===== src/rtl/operand_fetch_unit.sv =====
// Operand fetch: 32x32 register file, per-register pending-write scoreboard with write-back bypass,
// and a one-entry output buffer toward execute. Optional hazard stall counter: OFU_STALL_COUNT_EN.
module operand_fetch_unit #(
   parameter int XLEN  = 32,
   parameter int NREGS = 32,
   parameter int ADDRW = 5,
   parameter int PENDW = 2
) (
   input  logic             i_clk,
   input  logic             i_rst,
   input  logic             i_issueValid,
   output logic             o_issueReady,
   input  logic [ADDRW-1:0] i_rs1,
   input  logic [ADDRW-1:0] i_rs2,
   input  logic [ADDRW-1:0] i_rd,
   input  logic             i_rdWrites,
   input  logic             i_wbValid,
   input  logic [ADDRW-1:0] i_wbRd,
   input  logic [XLEN-1:0]  i_wbData,
   output logic             o_opValid,
   input  logic             i_opReady,
   output logic [XLEN-1:0]  o_rs1Data,
   output logic [XLEN-1:0]  o_rs2Data,
   output logic [ADDRW-1:0] o_opRd,
   output logic             o_errSpurious,
   output logic [31:0]      o_stallCycles
);

   localparam logic [PENDW-1:0] PEND_MAX = '1;
   localparam logic [PENDW-1:0] PEND_ONE = PENDW'(1);

   typedef enum logic {S_EMPTY, S_FULL} state_t;

   state_t           r_state, w_state_nxt;
   logic [XLEN-1:0]  r_rf   [NREGS];
   logic [PENDW-1:0] r_pend [NREGS];
   logic [XLEN-1:0]  r_rs1Data, r_rs2Data;
   logic [ADDRW-1:0] r_opRd;
   logic             r_err;

   logic [PENDW-1:0] w_pend_rs1, w_pend_rs2, w_pend_rd;
   logic             w_haz_rs1, w_haz_rs2, w_rd_full;
   logic             w_out_free, w_accept, w_consume, w_wb_en;
   logic [XLEN-1:0]  w_rs1_val, w_rs2_val;
   logic [NREGS-1:0] w_inc, w_dec;

   assign o_opValid     = (r_state == S_FULL);
   assign o_rs1Data     = r_rs1Data;
   assign o_rs2Data     = r_rs2Data;
   assign o_opRd        = r_opRd;
   assign o_errSpurious = r_err;

   // A source only waits if its last pending write is not the one retiring this cycle.
   always_comb begin
      w_pend_rs1   = r_pend[i_rs1];
      w_pend_rs2   = r_pend[i_rs2];
      w_pend_rd    = r_pend[i_rd];
      w_haz_rs1    = (i_rs1 != '0) && (w_pend_rs1 != '0) &&
                     !(i_wbValid && (i_wbRd == i_rs1) && (w_pend_rs1 == PEND_ONE));
      w_haz_rs2    = (i_rs2 != '0) && (w_pend_rs2 != '0) &&
                     !(i_wbValid && (i_wbRd == i_rs2) && (w_pend_rs2 == PEND_ONE));
      w_rd_full    = i_rdWrites && (i_rd != '0) && (w_pend_rd == PEND_MAX) &&
                     !(i_wbValid && (i_wbRd == i_rd));
      w_out_free   = !o_opValid || i_opReady;
      o_issueReady = w_out_free && !w_haz_rs1 && !w_haz_rs2 && !w_rd_full;
      w_accept     = i_issueValid && o_issueReady;
      w_consume    = o_opValid && i_opReady;
      w_wb_en      = i_wbValid && (i_wbRd != '0);
      w_rs1_val    = (i_rs1 == '0) ? '0 :
                     (i_wbValid && (i_wbRd == i_rs1)) ? i_wbData : r_rf[i_rs1];
      w_rs2_val    = (i_rs2 == '0) ? '0 :
                     (i_wbValid && (i_wbRd == i_rs2)) ? i_wbData : r_rf[i_rs2];
   end

   always_comb begin
      w_inc = '0;
      w_dec = '0;
      for (int r = 1; r < NREGS; r++) begin
         w_inc[r] = w_accept && i_rdWrites && (i_rd == ADDRW'(r));
         w_dec[r] = i_wbValid && (i_wbRd == ADDRW'(r)) && (r_pend[r] != '0);
      end
   end

   always_comb begin
      w_state_nxt = r_state;
      case (r_state)
         S_EMPTY: if (w_accept) w_state_nxt = S_FULL;
         S_FULL:  if (w_consume && !w_accept) w_state_nxt = S_EMPTY;
         default: w_state_nxt = S_EMPTY;
      endcase
   end

   always_ff @(posedge i_clk) begin
      if (i_rst) r_state <= S_EMPTY;
      else       r_state <= w_state_nxt;
   end

   always_ff @(posedge i_clk) begin
      if (i_rst) begin
         r_rs1Data <= '0;
         r_rs2Data <= '0;
         r_opRd    <= '0;
      end else if (w_accept) begin
         r_rs1Data <= w_rs1_val;
         r_rs2Data <= w_rs2_val;
         r_opRd    <= i_rdWrites ? i_rd : '0;
      end
   end

   always_ff @(posedge i_clk) begin
      if (i_rst) begin
         for (int r = 0; r < NREGS; r++) r_rf[r] <= '0;
      end else if (w_wb_en) begin
         r_rf[i_wbRd] <= i_wbData;
      end
   end

   // x0 never gets a pending write, so its counter stays at its reset value.
   always_ff @(posedge i_clk) begin
      if (i_rst) begin
         for (int r = 0; r < NREGS; r++) r_pend[r] <= '0;
      end else begin
         for (int r = 1; r < NREGS; r++) begin
            if (w_inc[r] && !w_dec[r])      r_pend[r] <= r_pend[r] + PEND_ONE;
            else if (w_dec[r] && !w_inc[r]) r_pend[r] <= r_pend[r] - PEND_ONE;
         end
      end
   end

   always_ff @(posedge i_clk) begin
      if (i_rst)                                  r_err <= 1'b0;
      else if (w_wb_en && (r_pend[i_wbRd] == '0)) r_err <= 1'b1;
   end

`ifdef OFU_STALL_COUNT_EN
   logic [31:0] r_stall;

   // Counts only hazard stalls; back-pressure from execute is excluded.
   always_ff @(posedge i_clk) begin
      if (i_rst)                                           r_stall <= '0;
      else if (i_issueValid && !o_issueReady && w_out_free) r_stall <= r_stall + 32'd1;
   end
   assign o_stallCycles = r_stall;
`else
   assign o_stallCycles = '0;
`endif

endmodule

===== config.mk =====
export PLATFORM = sky130hd
export DESIGN_NAME = operand_fetch_unit
export DESIGN_NICKNAME = d
export VERILOG_FILES = /design/src/rtl/operand_fetch_unit.sv
export SDC_FILE = /design/constraint.sdc
export NUM_CORES = 2
export LEC_CHECK = 0
export ABC_CLOCK_PERIOD_IN_PS = 12200
export BUFFER_PORTS_ARGS = -buffer_cell sky130_fd_sc_hd__buf_2
export CAP_MARGIN = 20
export CORE_MARGIN = 5
export CORE_UTILIZATION = 23
export CTS_CLUSTER_SIZE = 14
export DETAILED_ROUTE_END_ITERATION = 16
export PLACE_DENSITY_LB_ADDON = 0.2
export SLEW_MARGIN = 10
export SYNTH_ARGS = -nofsm -noshare
export SYNTH_HDL_FRONTEND = slang
export SYNTH_SLANG_ARGS = --single-unit

===== constraint.sdc =====
create_clock -name i_clk -period 12.2 [get_ports i_clk]
set_clock_uncertainty 0.1 [all_clocks]
set_input_delay 2.44 -clock i_clk [delete_from_list [all_inputs] [get_ports i_clk]]
set_output_delay 2.44 -clock i_clk [all_outputs]
set_load 0.03 [all_outputs]

==> flow_summary.ini <==
[power]
ir_drop_mv = 0.124
leakage_nw = 23.8
pwrdens_nw_per_um2 = 138
post-layout-total-power_w = 0.0101

[timing]
final.period_utilization_pct = 70.2
fin_worst_hold_slack_ps = 354
period_minus_slack_ps = 8560
peak_freq_mhz = 117
report.final.hold_viol_count = 0
worst_slew_margin_rel_pct = 17.2
worstMarginPinSlew_ps = 1240
final-max-slew-violation-count = 0
grt_setup_unrepaired = no
final-setup-viol-count = 0
setup_tns_ps = 0

[yosys]
number_of_instances_in_the_synthesized_netlist = 4404
synth.top_cell.area_share_pct = 51.2
synth_sequential_area_ratio_pct = 53.4
synth_top_area_cell = sky130_fd_sc_hd__edfxtp_1
synth_enable_flop_cells = 1086
postSynth.asyncResetShare_pct = 0
synthesis.yosys.warnings = 0
library_cells_used_by_synthesis = 60
syn_std_cell_area_um2 = 63700
ys_dominant_reg_cell = sky130_fd_sc_hd__edfxtp_1
post_synth_main_area_contributors = sky130_fd_sc_hd__edfxtp_1 51%, sky130_fd_sc_hd__mux4_2 24%, sky130_fd_sc_hd__and2_1 9.8%, sky130_fd_sc_hd__clkbuf_1 2.2%, sky130_fd_sc_hd__dfxtp_1 2.2%
synth-seq-cells = 1157
syn_area_per_cell_um2 = 14.5

[min_path]
hp-class = reg -> reg

[worst_setup_path]
crit_path_start_kind = input pin
worst_setup_path_end_kind = output pin
crit_type = in -> out
critical_path.max_stage_delay_ps = 860
critical_path_arrival_ps = 6020
crit_required_ps = 9660
crit_chain = buf_8 > buf_4 > mux4_2 > mux2i_1 > mux2i_1 > a222oi_1 > buf_4 > nor3b_2 > buf_4 > buf_2
worst_path_max_delay_cell = sky130_fd_sc_hd__buf_4
critical_path.max_fanout = 80
path_common_cell = sky130_fd_sc_hd__buf_4
cpLargestDelayFamily = buffers and inverters
cp.buffers_inverters = 5

[final_layout]
drive_gt1_share_pct = 27.2
cell_count_final_fillers_out = 8183
area_growth_syn_to_layout_pct = 14.9
design.final.nets = 4403
fin_area_um2 = 73200

[run]
drv.max_cap_violation_count = 0

[grt]
vias_in_the_first_global_route = 41207
antenna_violations_before_repair = 33
track_usage_pct = 17.0
largest_net_degree_at_the_start_of_global_routing = 93
grt_first_pass_wirelength_mm = 344
grt.overflow.total = 0

[drt]
drt-total-wl_mm = 249
vias = 40528
detail_route.wl_per_cell_um = 30.4
detail_route.iter0.violations = 4649
viasPerCell = 4.95
post-route-drc-count = 0
firstDrtPassIters = 6
antenna_left = 0

[die]
die_area_um2 = 288000
initial_core_utilization_pct = 23.1
fp.dieW_um = 536
core_area_um2 = 276000
core.rowCount = 193
num_io_pins = 162
fp.dieH_um = 536

[clocking]
cts.htree.levels = 4
cts_tree = yes
clock_root_buffer = sky130_fd_sc_hd__clkbuf_16
clkTransAtPathRegs_ps = 50
cts.path.max_buffers = 3
postCtsSetupBuffers = 0
cts.sinks = 1157
cts_hold_buf = 0
numCtsBuffers = 142
cts_repair_resize_count = 0
clk-insertion-delay-late_ps = 790

[placement]
placed_cells = 7904
dp.final_hpwl_mm = 140
routabilityCongestion = 0.799
instance_area_after_placement_um2 = 68700
io_buffers = 129

[run_status]
status = complete, no violations
==> cell families (layout without fill, tap and decap cells) <==
| kind of cell | count (synthesis) | after routing | share of synthesized area (%) |
|---|---|---|---|
| and+or+nand+nor | 1583 | 1583 | 14.2 |
| DFF | 1157 | 1157 | 53.4 |
| buffers and inverters | 519 | 505 | 3.32 |
| adders and majority gates | 1 | 1 | 0.0196 |
| other | 1 | 89 | 0.00589 |
| xor gates and xnor gates | 29 | 29 | 0.399 |
| muxes | 712 | 712 | 24.4 |
| AOI/OAI and AO/OA | 402 | 402 | 4.13 |
==> cell usage in the layout (no fill, tap or decap), drive strengths merged, types with 6 or more instances in the layout <==
cell,instances
edfxtp,1086
and2,1000
mux4,674
buf,243
clkbuf,200
nand2,197
a21oi,146
nor2,102
nand3,88
dfxtp,71
o2bb2ai,64
conb,64
o21ai,61
nand4,52
clkinv,46
nor3b,35
nor3,31
mux2i,28
diode,25
xor2,24
a211oi,23
nand2b,22
a31o,21
a31oi,19
nor2b,17
or4,12
inv,12
a21o,11
mux2,10
o21bai,9
nor4,8
o31ai,8
or3,8
o211ai,6
==> cell usage after synthesis (all sizes together) (4+ instances only) <==
cell type / n
a2111oi: 5
a211oi: 23
a21o: 11
a21oi: 146
a311oi: 4
a31o: 21
a31oi: 19
and2: 1000
buf: 130
clkbuf: 380
dfxtp: 71
edfxtp: 1086
inv: 6
mux2: 10
mux2i: 28
mux4: 674
nand2: 197
nand2b: 22
nand3: 88
nand4: 52
nor2: 102
nor2b: 17
nor3: 31
nor3b: 35
nor4: 8
o211ai: 6
o21ai: 61
o21bai: 9
o2bb2ai: 64
o31ai: 8
or2: 4
or3: 8
or4: 12
xnor2: 5
xor2: 24
==> through the flow <==
stage	utilization, %	worst slack, ps
finish	26.5	3640
global placement	24.9	3460
CTS	26.5	3550
floorplan	-	4800
global route	26.5	3420
detailed placement	24.9	3580
==> worst reg2reg max path, stage by stage (launching register included) <==
cell                        delay [ps]
sky130_fd_sc_hd__edfxtp_1          590
sky130_fd_sc_hd__mux4_2            530
sky130_fd_sc_hd__mux4_2            450
sky130_fd_sc_hd__a222oi_1          340
sky130_fd_sc_hd__buf_4             260
sky130_fd_sc_hd__nand2_1           100
sky130_fd_sc_hd__nor3_2            760
sky130_fd_sc_hd__buf_4             670
sky130_fd_sc_hd__nor2_4            120
sky130_fd_sc_hd__buf_4             390
sky130_fd_sc_hd__o2bb2ai_1         560
==> flip-flops by register name (all words and copies together), names as in the netlist <==
register / count
r_rf: 1024
r_pend: 62
o_rs1Data: 32
o_rs2Data: 32
o_opRd: 5
o_errSpurious: 1
o_opValid: 1
==> routing by layer <==
layer | GRT usage (%) | share of wire [%]
met5 | 0 | 0.0084
met3 | 2.69 | 6.5
met1 | 23.7 | 43
met2 | 27.4 | 47
met4 | 4.78 | 2.9
==> power by group <==
group          switching [W]  total (W)  internal (W)
registers           0.000134    0.00470       0.00456
logic               0.000775    0.00129      0.000518
clock network        0.00181    0.00414       0.00234
==> path summary, 6_finish.rpt <==
kind,from,endpoint,slack [ps],depth (start not counted)
worst max-delay path,i_rs2[1],o_issueReady,3640,10
worst min-delay path,o_opRd[3],o_opRd[3],350,2
worst max register to register,r_pend[2][1],o_rs1Data[18],7210,10
worst min register to register,o_opRd[3],o_opRd[3],350,2
==> final cells by class <==
cell class	count	area [µm²]
clock buffer	200	3920
fill	27892	203000
inverter	9	41.3
timing repair buffer	243	1580
clock inverter	53	527
antenna	25	62.6
multi-input combinational	2791	28400
tap	3705	4640
sequential	1157	34000
(Power assumes the default switching activity.)
